[config.mk]
export PLATFORM = sky130hd
export DESIGN_NAME = oled_sequencer_flat
export DESIGN_NICKNAME = d
export VERILOG_FILES = /design/src/rtl/oled_pkg.sv /design/src/rtl/oled_sequencer_if.sv /design/src/rtl/oled_byte_tx.sv /design/src/rtl/oled_sequencer.sv /design/src/flat_wrapper.sv
export SDC_FILE = /design/constraint.sdc
export NUM_CORES = 1
export LEC_CHECK = 0
export CAP_MARGIN = 15
export CORE_MARGIN = 3
export CORE_UTILIZATION = 45
export CTS_CLUSTER_DIAMETER = 40
export CTS_CLUSTER_SIZE = 30
export DETAILED_ROUTE_END_ITERATION = 10
export PLACE_DENSITY = 0.79
export SLEW_MARGIN = 20
export SYNTH_ARGS = -nofsm -noshare
export SYNTH_HDL_FRONTEND = slang
export SYNTH_SLANG_ARGS = --single-unit
[constraint.sdc]
create_clock -name clock -period 2.19 [get_ports clock]
set_clock_uncertainty 0.05 [all_clocks]
set_input_delay 0.438 -clock clock [delete_from_list [all_inputs] [get_ports clock]]
set_output_delay 0.438 -clock clock [all_outputs]
set_load 0.05 [all_outputs]
[src/rtl/oled_pkg.sv]
`default_nettype none
// ============================================================================
// Module : oled_pkg
// Brief  : Shared encodings, command bytes and timing defaults for the OLED
//          power-up / frame-refresh sequencer.
// Rev    : 1.0  initial release
// ============================================================================
package oled_pkg;

    localparam int unsigned T_VDD_DEF  = 100000;
    localparam int unsigned T_RES_DEF  = 300;
    localparam int unsigned T_VBAT_DEF = 10000000;

    localparam int CNT_W     = 24;
    localparam int FB_ADDR_W = 9;
    localparam int IDX_W     = 5;

    typedef logic [3:0] state_t;
    typedef logic [1:0] tx_state_t;

    localparam state_t PWR_VDD   = 4'd0;
    localparam state_t WAIT_VDD  = 4'd1;
    localparam state_t CMD_OFF   = 4'd2;
    localparam state_t RES_LOW   = 4'd3;
    localparam state_t RES_HIGH  = 4'd4;
    localparam state_t CMD_PUMP  = 4'd5;
    localparam state_t VBAT_ON   = 4'd6;
    localparam state_t WAIT_VBAT = 4'd7;
    localparam state_t CMD_CFG   = 4'd8;
    localparam state_t READY     = 4'd9;
    localparam state_t CMD_ADDR  = 4'd10;
    localparam state_t DATA      = 4'd11;
    localparam state_t FRAME_END = 4'd12;

    localparam tx_state_t TX_IDLE     = 2'd0;
    localparam tx_state_t TX_WAIT_LOW = 2'd1;
    localparam tx_state_t TX_HOLD     = 2'd2;
    localparam tx_state_t TX_WAIT_CLR = 2'd3;

    localparam logic [7:0] CMD_DISP_OFF  = 8'hAE;
    localparam logic [7:0] CMD_PUMP_SET  = 8'h8D;
    localparam logic [7:0] CMD_PUMP_ON   = 8'h14;
    localparam logic [7:0] CMD_PRECHG    = 8'hD9;
    localparam logic [7:0] CMD_PRECHG_V  = 8'hF1;
    localparam logic [7:0] CMD_SEG_REMAP = 8'hA1;
    localparam logic [7:0] CMD_COM_DIR   = 8'hC8;
    localparam logic [7:0] CMD_COM_PINS  = 8'hDA;
    localparam logic [7:0] CMD_ADDR_MODE = 8'h20;
    localparam logic [7:0] CMD_DISP_ON   = 8'hAF;
    localparam logic [7:0] CMD_COL_ADDR  = 8'h21;
    localparam logic [7:0] CMD_PAGE_ADDR = 8'h22;
    localparam logic [7:0] CMD_COL_END   = 8'h7F;
    localparam logic [7:0] CMD_PAGE_END  = 8'h03;
    localparam logic [7:0] CMD_ZERO      = 8'h00;

    // One flat table: 0 off, 1-4 pump, 5-9 config, 10-17 address window
    localparam logic [IDX_W-1:0] IDX_OFF_LAST   = 5'd0;
    localparam logic [IDX_W-1:0] IDX_PUMP_LAST  = 5'd4;
    localparam logic [IDX_W-1:0] IDX_CFG_LAST   = 5'd9;
    localparam logic [IDX_W-1:0] IDX_ADDR_FIRST = 5'd10;
    localparam logic [IDX_W-1:0] IDX_ADDR_LAST  = 5'd17;

    function automatic logic [7:0] cmd_byte(input logic [IDX_W-1:0] idx);
        logic [7:0] b;
        case (idx)
            5'd0:    b = CMD_DISP_OFF;
            5'd1:    b = CMD_PUMP_SET;
            5'd2:    b = CMD_PUMP_ON;
            5'd3:    b = CMD_PRECHG;
            5'd4:    b = CMD_PRECHG_V;
            5'd5:    b = CMD_SEG_REMAP;
            5'd6:    b = CMD_COM_DIR;
            5'd7:    b = CMD_COM_PINS;
            5'd8:    b = CMD_ADDR_MODE;
            5'd9:    b = CMD_DISP_ON;
            5'd10:   b = CMD_ADDR_MODE;
            5'd12:   b = CMD_COL_ADDR;
            5'd14:   b = CMD_COL_END;
            5'd15:   b = CMD_PAGE_ADDR;
            5'd17:   b = CMD_PAGE_END;
            default: b = CMD_ZERO;
        endcase
        return b;
    endfunction

endpackage
`default_nettype wire

[src/rtl/oled_sequencer_if.sv]
`default_nettype none
// ============================================================================
// Module : oled_sequencer_if
// Brief  : Framebuffer, SPI byte and panel-pin signals of the OLED sequencer.
// Rev    : 1.0  initial release
// ============================================================================
interface oled_sequencer_if;
    import oled_pkg::*;

    logic                 start_frame;
    logic [FB_ADDR_W-1:0] fb_addr;
    logic [7:0]           fb_data;
    logic                 load_data;
    logic [7:0]           din;
    logic                 msg_done;
    logic                 oled_dc;
    logic                 oled_res;
    logic                 oled_vdd;
    logic                 oled_vbat;
    logic                 ready;
    logic                 busy;
    logic                 frame_done;

    modport master (
        input  start_frame, fb_data, msg_done,
        output fb_addr, load_data, din, oled_dc, oled_res, oled_vdd,
               oled_vbat, ready, busy, frame_done
    );

    modport slave (
        output start_frame, fb_data, msg_done,
        input  fb_addr, load_data, din, oled_dc, oled_res, oled_vdd,
               oled_vbat, ready, busy, frame_done
    );
endinterface
`default_nettype wire

[src/rtl/oled_byte_tx.sv]
`default_nettype none
// ============================================================================
// Module : oled_byte_tx
// Brief  : Four-phase byte handshake towards the SPI controller.
// Rev    : 1.0  initial release
// ============================================================================
module oled_byte_tx
    import oled_pkg::*;
(
    input  wire logic       clock,
    input  wire logic       reset,
    input  wire logic       start,
    input  wire logic [7:0] tx_byte,
    input  wire logic       tx_dc,
    output      logic       done,
    output      logic       load_data,
    output      logic [7:0] din,
    output      logic       oled_dc,
    input  wire logic       msg_done
);

    tx_state_t  r_state;
    logic [1:0] r_sync;
    logic       r_load;
    logic [7:0] r_din;
    logic       r_dc;
    logic       r_done;
    logic       w_synced;

    assign w_synced = r_sync[1];

    // din/dc are latched on start; they stay put until the next start, so they
    // are stable for the whole time load_data is high.
    always_ff @(posedge clock or negedge reset) begin
        if (!reset) begin
            r_state <= TX_IDLE;
            r_sync  <= 2'b00;
            r_load  <= 1'b0;
            r_din   <= 8'h00;
            r_dc    <= 1'b0;
            r_done  <= 1'b0;
        end else begin
            r_sync <= {r_sync[0], msg_done};
            r_done <= 1'b0;
            case (r_state)
                TX_IDLE: begin
                    if (start) begin
                        r_din   <= tx_byte;
                        r_dc    <= tx_dc;
                        r_state <= TX_WAIT_LOW;
                    end
                end
                TX_WAIT_LOW: begin
                    if (!w_synced) begin
                        r_load  <= 1'b1;
                        r_state <= TX_HOLD;
                    end
                end
                TX_HOLD: begin
                    if (w_synced) begin
                        r_load  <= 1'b0;
                        r_state <= TX_WAIT_CLR;
                    end
                end
                TX_WAIT_CLR: begin
                    if (!w_synced) begin
                        r_done  <= 1'b1;
                        r_state <= TX_IDLE;
                    end
                end
                default: r_state <= TX_IDLE;
            endcase
        end
    end

    assign done      = r_done;
    assign load_data = r_load;
    assign din       = r_din;
    assign oled_dc   = r_dc;

endmodule
`default_nettype wire

[src/rtl/oled_sequencer.sv]
`default_nettype none
// ============================================================================
// Module : oled_sequencer
// Brief  : SSD1306-style power-up sequence and 128x32 framebuffer refresh.
// Rev    : 1.0  initial release
// ============================================================================
module oled_sequencer
    import oled_pkg::*;
#(
    parameter int unsigned T_VDD  = T_VDD_DEF,
    parameter int unsigned T_RES  = T_RES_DEF,
    parameter int unsigned T_VBAT = T_VBAT_DEF
) (
    input wire logic          clock,
    input wire logic          reset,
    oled_sequencer_if.master  bus
);

    localparam logic [CNT_W-1:0] C_VDD_LAST  = CNT_W'(T_VDD - 1);
    localparam logic [CNT_W-1:0] C_RES_LAST  = CNT_W'(T_RES - 1);
    localparam logic [CNT_W-1:0] C_VBAT_LAST = CNT_W'(T_VBAT - 1);
    localparam logic [FB_ADDR_W-1:0] C_ADDR_LAST = '1;

    state_t               r_state;
    state_t               w_state_nxt;
    logic [CNT_W-1:0]     r_cnt;
    logic [IDX_W-1:0]     r_idx;
    logic [1:0]           r_phase;
    logic [FB_ADDR_W-1:0] r_fb_addr;
    logic                 r_vdd;
    logic                 r_res;
    logic                 r_vbat;
    logic                 r_ready;
    logic                 r_busy;
    logic                 r_frame_done;

    logic                 w_is_wait;
    logic                 w_cnt_last;
    logic                 w_is_cmd;
    logic                 w_grp_last;
    logic                 w_cmd_next;
    logic                 w_cmd_end;
    logic                 w_data_next;
    logic                 w_data_end;
    logic                 w_tx_start;
    logic [7:0]           w_tx_byte;
    logic                 w_tx_dc;
    logic                 w_tx_done;

    always_comb begin
        w_is_wait  = 1'b0;
        w_cnt_last = 1'b0;
        w_is_cmd   = 1'b0;
        w_grp_last = 1'b0;
        case (r_state)
            WAIT_VDD:          begin w_is_wait = 1'b1; w_cnt_last = (r_cnt == C_VDD_LAST);  end
            RES_LOW, RES_HIGH: begin w_is_wait = 1'b1; w_cnt_last = (r_cnt == C_RES_LAST);  end
            WAIT_VBAT:         begin w_is_wait = 1'b1; w_cnt_last = (r_cnt == C_VBAT_LAST); end
            CMD_OFF:           begin w_is_cmd  = 1'b1; w_grp_last = (r_idx == IDX_OFF_LAST);  end
            CMD_PUMP:          begin w_is_cmd  = 1'b1; w_grp_last = (r_idx == IDX_PUMP_LAST); end
            CMD_CFG:           begin w_is_cmd  = 1'b1; w_grp_last = (r_idx == IDX_CFG_LAST);  end
            CMD_ADDR:          begin w_is_cmd  = 1'b1; w_grp_last = (r_idx == IDX_ADDR_LAST); end
            default:           ;
        endcase
    end

    // Data bytes use phases 0,1 to let fb_data settle for the held address,
    // phase 2 to launch the byte and phase 3 to wait for completion.
    assign w_cmd_next  = w_is_cmd && (r_phase == 2'd1) && w_tx_done;
    assign w_cmd_end   = w_cmd_next && w_grp_last;
    assign w_data_next = (r_state == DATA) && (r_phase == 2'd3) && w_tx_done;
    assign w_data_end  = w_data_next && (r_fb_addr == C_ADDR_LAST);

    assign w_tx_start = (w_is_cmd && (r_phase == 2'd0)) ||
                        ((r_state == DATA) && (r_phase == 2'd2));
    assign w_tx_dc    = (r_state == DATA);
    assign w_tx_byte  = w_tx_dc ? bus.fb_data : cmd_byte(r_idx);

    always_comb begin
        w_state_nxt = r_state;
        case (r_state)
            PWR_VDD:   w_state_nxt = WAIT_VDD;
            WAIT_VDD:  if (w_cnt_last) w_state_nxt = CMD_OFF;
            CMD_OFF:   if (w_cmd_end)  w_state_nxt = RES_LOW;
            RES_LOW:   if (w_cnt_last) w_state_nxt = RES_HIGH;
            RES_HIGH:  if (w_cnt_last) w_state_nxt = CMD_PUMP;
            CMD_PUMP:  if (w_cmd_end)  w_state_nxt = VBAT_ON;
            VBAT_ON:   w_state_nxt = WAIT_VBAT;
            WAIT_VBAT: if (w_cnt_last) w_state_nxt = CMD_CFG;
            CMD_CFG:   if (w_cmd_end)  w_state_nxt = READY;
            READY:     if (bus.start_frame) w_state_nxt = CMD_ADDR;
            CMD_ADDR:  if (w_cmd_end)  w_state_nxt = DATA;
            DATA:      if (w_data_end) w_state_nxt = FRAME_END;
            FRAME_END: w_state_nxt = READY;
            default:   w_state_nxt = PWR_VDD;
        endcase
    end

    // Status flags are registered from the next state so that busy rises on
    // the very first edge after reset and on the edge that accepts a frame.
    always_ff @(posedge clock or negedge reset) begin
        if (!reset) begin
            r_state      <= PWR_VDD;
            r_cnt        <= '0;
            r_idx        <= '0;
            r_phase      <= 2'd0;
            r_fb_addr    <= '0;
            r_vdd        <= 1'b1;
            r_res        <= 1'b1;
            r_vbat       <= 1'b1;
            r_ready      <= 1'b0;
            r_busy       <= 1'b0;
            r_frame_done <= 1'b0;
        end else begin
            r_state      <= w_state_nxt;
            r_ready      <= (w_state_nxt == READY);
            r_busy       <= (w_state_nxt != READY);
            r_frame_done <= (w_state_nxt == FRAME_END);
            r_cnt        <= (w_is_wait && !w_cnt_last) ? r_cnt + 1'b1 : '0;

            if (r_state == PWR_VDD)                 r_vdd  <= 1'b0;
            if (r_state == VBAT_ON)                 r_vbat <= 1'b0;
            if ((r_state == CMD_OFF) && w_cmd_end)  r_res  <= 1'b0;
            if ((r_state == RES_LOW) && w_cnt_last) r_res  <= 1'b1;

            if (w_cmd_next)
                r_idx <= r_idx + 1'b1;
            else if ((r_state == READY) && bus.start_frame)
                r_idx <= IDX_ADDR_FIRST;

            if (w_is_cmd) begin
                if (r_phase == 2'd0)  r_phase <= 2'd1;
                else if (w_tx_done)   r_phase <= 2'd0;
            end else if (r_state == DATA) begin
                if (r_phase != 2'd3)  r_phase <= r_phase + 2'd1;
                else if (w_tx_done)   r_phase <= 2'd0;
            end else begin
                r_phase <= 2'd0;
            end

            // Nine-bit address wraps 511 -> 0 on its own after the last byte
            if (w_data_next)
                r_fb_addr <= r_fb_addr + 1'b1;
        end
    end

    oled_byte_tx u_byte_tx (
        .clock     (clock),
        .reset     (reset),
        .start     (w_tx_start),
        .tx_byte   (w_tx_byte),
        .tx_dc     (w_tx_dc),
        .done      (w_tx_done),
        .load_data (bus.load_data),
        .din       (bus.din),
        .oled_dc   (bus.oled_dc),
        .msg_done  (bus.msg_done)
    );

    assign bus.fb_addr    = r_fb_addr;
    assign bus.oled_res   = r_res;
    assign bus.oled_vdd   = r_vdd;
    assign bus.oled_vbat  = r_vbat;
    assign bus.ready      = r_ready;
    assign bus.busy       = r_busy;
    assign bus.frame_done = r_frame_done;

endmodule
`default_nettype wire

[src/flat_wrapper.sv]
// flat-port wrapper written by rule: the top's interface ports become plain ports
module oled_sequencer_flat import oled_pkg::*;
#(
    parameter int unsigned T_VDD  = T_VDD_DEF,
    parameter int unsigned T_RES  = T_RES_DEF,
    parameter int unsigned T_VBAT = T_VBAT_DEF
)
  (clock, reset, bus_start_frame, bus_fb_data, bus_msg_done, bus_fb_addr, bus_load_data, bus_din, bus_oled_dc, bus_oled_res, bus_oled_vdd, bus_oled_vbat, bus_ready, bus_busy, bus_frame_done);
  oled_sequencer_if bus_i ();
  input wire logic clock;
  input wire logic reset;
  input wire logic [$bits(bus_i.start_frame)-1:0] bus_start_frame;
  input wire logic [$bits(bus_i.fb_data)-1:0] bus_fb_data;
  input wire logic [$bits(bus_i.msg_done)-1:0] bus_msg_done;
  output wire logic [$bits(bus_i.fb_addr)-1:0] bus_fb_addr;
  output wire logic [$bits(bus_i.load_data)-1:0] bus_load_data;
  output wire logic [$bits(bus_i.din)-1:0] bus_din;
  output wire logic [$bits(bus_i.oled_dc)-1:0] bus_oled_dc;
  output wire logic [$bits(bus_i.oled_res)-1:0] bus_oled_res;
  output wire logic [$bits(bus_i.oled_vdd)-1:0] bus_oled_vdd;
  output wire logic [$bits(bus_i.oled_vbat)-1:0] bus_oled_vbat;
  output wire logic [$bits(bus_i.ready)-1:0] bus_ready;
  output wire logic [$bits(bus_i.busy)-1:0] bus_busy;
  output wire logic [$bits(bus_i.frame_done)-1:0] bus_frame_done;
  assign bus_i.start_frame = bus_start_frame;
  assign bus_i.fb_data = bus_fb_data;
  assign bus_i.msg_done = bus_msg_done;
  assign bus_fb_addr = bus_i.fb_addr;
  assign bus_load_data = bus_i.load_data;
  assign bus_din = bus_i.din;
  assign bus_oled_dc = bus_i.oled_dc;
  assign bus_oled_res = bus_i.oled_res;
  assign bus_oled_vdd = bus_i.oled_vdd;
  assign bus_oled_vbat = bus_i.oled_vbat;
  assign bus_ready = bus_i.ready;
  assign bus_busy = bus_i.busy;
  assign bus_frame_done = bus_i.frame_done;
  oled_sequencer #(.T_VDD(T_VDD), .T_RES(T_RES), .T_VBAT(T_VBAT)) u_core (.clock(clock), .reset(reset), .bus(bus_i));
endmodule
### Yosys cells after proc, flatten, opt, wreduce, memory -nomap -nowiden

Memories as Yosys holds them, arrays and structs flattened.
Index checks and enable logic that the tools add are counted.

* add/subtract/negate cells: 4
* multiply operators: 0
* divide/modulo/power cells: 0
* $lt $le $gt $ge: 0
* eq/ne operators: 33
* shift operators: 0
* multiplexer cells: 36
* bitwise logic cells: 0
* reduce and logical (&&, ||, !) cells: 27

Operators by type and width (count)
* $pmux 4 s13: 1
* $mux 4: 10
* $eq 4x4->1 const B: 7
* $add 24x1->24 const B: 1
* $eq 24x17->1 const B: 1
* $eq 24x24->1 const B: 1
* $eq 24x9->1 const B: 1
* $mux 24: 1
* $mux 2: 9
* $eq 4x3->1 const B: 4
* $logic_and 1x1->1: 12
* $mux 5: 2
* $ne 2x2->1 const B: 5
* $add 9x1->9 const B: 1
* $eq 9x9->1 const B: 1
* $eq 2x2->1 const B: 4
* $eq 4x2->1 const B: 2
* $mux 1: 8
* $mux 8: 1
* $pmux 2 s4: 1
* $reduce_or 4->1: 2
* $reduce_bool 2->1: 3
* $add 5x1->5 const B: 1
* $eq 5x3->1 const B: 1
* other kinds (18): 20

* register bits: 65
* bits in latches: 0
* bits in writable memories: 0
* memory bits (read-only): 256
* bits of input ports: 12
* output and inout bits: 25
* word-level logic and storage cells: 118
* memories: 1

Memories
* (no name shown): words 32, width 8, read ports 1, clocked after Yosys merged registers in 0, write ports 0, line oled_pkg.sv:65 `case (idx)`

### Longest topological paths before layout

* depth in word-level cells: 9
* mapped depth: 10
* mapped depth without buffers: 10

### Cells and area by module

Synthesis repeated with hierarchy kept, for this count alone.

* cells, all modules: 404
* area total of the unflattened synthesis: 3772.4 um^2

Modules (own cells, without submodules)
* oled_sequencer: instances 1, cells each 362, area an instance 3161.8 um^2, sequential area each 1255.0 um^2
* oled_byte_tx: instances 1, cells each 42, area an instance 610.6 um^2, sequential area each 375.4 um^2

### Worst setup path after synthesis

OpenSTA, ideal clock, no wires.

* kind: register to register
* start: register u_core.r_cnt[0]
* end: register u_core.r_ready, in the netlist u_core.bus.ready
* arrival time: 2.107 ns
* required time: 2.020 ns
* slack: -0.087 ns
* stages on the path, launching flop included: 9
* buffers on the path: 1
* clock period less this slack: 2.277 ns
* path through: dfrtp_1 -> ha_1 -> clkbuf_1 -> nand4_1 -> or4_1 -> nor4_4 -> nor2_1 -> o31a_1 -> and3_1

* cells in the longest elaborated chain, start to end: 5
* elaborated cells on any way between the ends: 10
* those cells by class: eq/ne (4); mux (6)

Ends and longest elaborated chain
* start, declared: line oled_sequencer.sv:26 `logic [CNT_W-1:0] r_cnt;`
* start signal, assigned: line oled_sequencer.sv:119 `r_cnt <= (w_is_wait && !w_cnt_last) ? r_cnt + 1'b1 : '0;`
* $eq 24x24->1 (tied with other cells): line oled_sequencer.sv:58 `WAIT_VBAT: begin w_is_wait = 1'b1; w_cnt_last = (r_cnt == C_VBAT_LAST); end`
* $pmux 1 s3 (*): line oled_sequencer.sv:55 `case (r_state)`
* $mux 4 (on tied branches)
* $pmux 4 s13 (*): line oled_sequencer.sv:81 `case (r_state)`
* $eq 4x4->1 (*): line oled_sequencer.sv:116 `r_ready <= (w_state_nxt == READY);`
* end signal, assigned: line oled_sequencer.sv:116
* end, declared: line oled_sequencer.sv:33 `logic r_ready;`

Every way passes the cells marked *; elsewhere a longest branch is shown, timed or not.
A chain may end at the register's enable or synchronous reset.

### Worst setup path after layout

* start: register u_core.r_state[3]
* end: register u_core.r_ready, in the netlist u_core.bus.ready

* cells in the longest elaborated chain, start to end: 9
* elaborated cells on any way between the ends: 36
* those cells by class: eq/ne (13); mux (14); reduce/logical (9)

Ends and longest elaborated chain
* start, declared: line oled_sequencer.sv:24 `state_t r_state;`
* start signal, assigned: line oled_sequencer.sv:115 `r_state <= w_state_nxt;`
* $eq 4x3->1 (tied with other cells): line oled_sequencer.sv:55, oled_sequencer.sv:81
* $reduce_or 4->1 (no source line)
* $mux 1: line oled_sequencer.sv:55
* $logic_and 1x1->1 (2 in a row): line oled_sequencer.sv:69 `assign w_cmd_next = w_is_cmd && (r_phase == 2'd1) && w_tx_done;`
* $logic_and 1x1->1: line oled_sequencer.sv:70 `assign w_cmd_end = w_cmd_next && w_grp_last;`
* $mux 4 (on tied branches)
* $pmux 4 s13 (*): line oled_sequencer.sv:81
* $eq 4x4->1 (*): line oled_sequencer.sv:116

Marked as above.

==> results_dict.tcl <==
set metrics [dict create \
    ys_seq_area_share_pct 43.8 \
    ys_top_cells_by_area "dfrtp_1, ha_1, xor2_1, nor2_1, nand2_1" \
    grt_pass1_wl_um 14800 \
    synth_top_area_share_pct 41.7 \
    final_hold_viol_count 0 \
    synth_cell_types 55 \
    drv_slew 0 \
    h-tree-depth 3 \
    synth_area_sq_mm 0.00372 \
    ioPinCount 37 \
    final_cell_count_no_fill 593 \
    async_reset_ff_share_pct 100 \
    numPortBuffers 36 \
    place_ws_ns -0.115 \
    power.total_mw 2.29 \
    maxCapViolations 0 \
    rsz0062_at_grt "yes" \
    fin_ws_ns -0.116 \
    cp_slowest_cell "dfrtp_2" \
    crit_top_cell "buf_4" \
    gp_congestion 0.914 \
    drc 0 \
    outcome "finished with violations" \
    core-area_sq_mm 0.00789 \
    via_per_inst 5.61 \
    grt_pass1_vias 3173 \
    clk_latency_ns 0.36 \
    power.density_mw_per_mm2 454 \
    grt.total_usage_pct 19.0 \
    violations "negative setup slack" \
    drive_gt1_share_pct 25.7 \
    drt_iter0_markers 156 \
    avgSynthCellArea_sq_um 9.14 \
    clockRootBuffer "clkbuf_8" \
    dieArea_sq_mm 0.00939 \
    initial_core_util_pct 47.1 \
    fp.dieH_um 96.9 \
    relSlewSlack_pct 55.3 \
    worst_setup_path_end_kind "register" \
    grt_remaining_overflow 0 \
    syn_nets 437 \
    p_leak_nw 2.20 \
    num_vias 3327 \
    ys_ff_latch 65 \
    wl_per_cell_um 16.6 \
    die_x_um 96.9 \
    antenna_found_initial 0 \
    period_needed_ns 2.31 \
    hold_path_class "in2async" \
    placed_cells 566 \
    peakVddDrop_mv 0.409 \
    setup_viol 29 \
    fin_nets 516 \
    num_rows 32 \
    crit_required_ns 2.43 \
    max_freq_ghz 0.434 \
    worstPathArrival_ns 2.55 \
    synth-edff-count 0 \
    fill_cells 618 \
    dp_hpwl_um 6300 \
    path_clk_slew_ns 0.08 \
    cpPeakStageDelay_ns 0.48 \
    cts.sinks 65 \
    cts_buffers 9 \
    cts_tree "done" \
    insertedDiodeCount 0 \
    post-route-period-util_pct 105 \
    firstDrtPassIters 5 \
    drt.antenna.violating_nets 0 \
    worst_slew_pin_slew_ns 0.670 \
    critPathMaxFanout 8 \
    syn_inst 407 \
    ys_warn_count 0 \
    routed_wl_um 9860 \
    clockBufferDepth 2 \
    crit_path_cell_trace "nand4b_1 > buf_4 > nor2_1 > a21oi_2 > nor4_4 > buf_4 > inv_4 > o22ai_1 > and3_1" \
    cp-start-kind "register" \
    ys.flop_type "dfrtp_1" \
    crit_type "reg2reg" \
    final_area_sq_mm 0.00505 \
    yosysTopAreaCell "dfrtp_1" \
    placed_cell_area_sq_mm 0.00444 \
    grt_max_degree 41 \
    syn2layout_area_growth_pct 35.8 \
]
==> cell usage after synthesis (5+ instances only) <==
master / instances
dfrtp_1: 62
nor2_1: 48
nand2_1: 43
o21ai_0: 30
nand3_1: 22
xor2_1: 21
ha_1: 18
a21oi_1: 15
clkbuf_1: 15
and3_1: 13
inv_1: 13
nand4_1: 11
xnor2_1: 11
nor3_1: 8
a22oi_1: 7
mux2i_1: 5
==> critical path, delay by kind of cell (launching register included) <==
family                 cells  cell delay, ns
and+or+nand+nor            4            0.94
DFF                        1            0.48
buffers and inverters      3            0.45
AOI/OAI and AO/OA          2            0.32
==> per-layer routing <==
metal	GRT usage, %	up-vias	wire length (um)
met5	0	-	0
met2	33.5	81	5220
li1	-	1588	-
met4	5.72	0	232
met3	3.68	23	324
met1	23.6	1635	4090
==> through the flow <==
stage                     hold WS [ns]  setup TNS [ns]  utilization, %
after floorplan                 0.0924               0               -
after global placement           0.281               0            56.2
after detailed placement         0.291           -1.32            56.2
after CTS                       0.0969        -0.00831            59.5
after global routing             0.105           -4.79            64.0
final                           0.0576           -1.55            64.0
==> cell type report <==
cell class | instances | area (sq um) | share of cell area, %
timing repair buffer | 86 | 807 | 16.0
inverter | 14 | 55.1 | 1.09
sequential | 65 | 1630 | 32.3
tap | 102 | 128 | 2.53
clock buffer | 10 | 128 | 2.53
clock inverter | 6 | 66.3 | 1.31
multi-input combinational | 310 | 2230 | 44.2
==> power by group <==
part	leakage, nW	internal [mW]	total, mW	switching, mW
clock network	0.101	0.530	1.04	0.511
logic	1.30	0.0206	0.0490	0.0284
registers	0.797	1.20	1.20	0.00101
total	2.20	1.75	2.29	0.540
==> repair_timing <==
item / 4_1_cts / 5_1_grt
resized for setup: 13 / 64
setup buffers: 1 / 7
hold buffers: 0 / 0
cloned: 0 / 3
pin swaps: 3 / 22
setup endpoints to repair: 30 / 30
==> registers in the layout (all words and copies together) (netlist names), 2 cells and up <==
signal	count
u_core.r_phase	2
u_core.u_byte_tx.din	8
u_core.r_state	4
u_core.r_idx	5
u_core.r_cnt	24
u_core.u_byte_tx.r_sync	2
u_core.u_byte_tx.r_state	2
u_core.bus.fb_addr	9
==> cell families (layout without fill, tap and decap cells) <==
logic type | count (synthesis) | count (layout) | synth area share (%)
AO/OA/AOI/OAI | 75 | 75 | 12.5
adder cells (fa/ha/maj) | 18 | 18 | 6.06
buffers and inverters | 32 | 116 | 3.47
multiplexers | 9 | 9 | 2.56
flip-flops | 65 | 65 | 43.8
AND/OR/NAND/NOR | 176 | 176 | 24.1
XOR/XNOR | 32 | 32 | 7.54
==> cells in the final DEF, fill, tap and decap left out, drive strengths merged, types with 12 or more instances in the layout <==
| cell type | n |
|---|---|
| dfrtp | 62 |
| xor2 | 21 |
| clkbuf | 12 |
| ha | 18 |
| inv | 14 |
| and3 | 13 |
| buf | 52 |
| a21oi | 16 |
| o21ai | 30 |
| nand2 | 43 |
| nor2 | 48 |
| nand3 | 22 |
| clkdlybuf4s50 | 32 |
==> worst paths after layout <==
check	startpoint	to	slack (ns)	cells after the start
max	u_core.r_state[3]	u_core.bus.ready	-0.12	9
min	reset	u_core.r_idx[3]	0.06	1
max reg2reg	u_core.r_state[3]	u_core.bus.ready	-0.12	9
min reg2reg	u_core.u_byte_tx.r_sync[0]	u_core.u_byte_tx.r_sync[1]	0.31	0
max in group asynchronous	reset	u_core.r_state[3]	1.37	2
min in group clock	u_core.u_byte_tx.r_sync[0]	u_core.u_byte_tx.r_sync[1]	0.31	0
No activity file was read; power rests on OpenSTA's default activity.
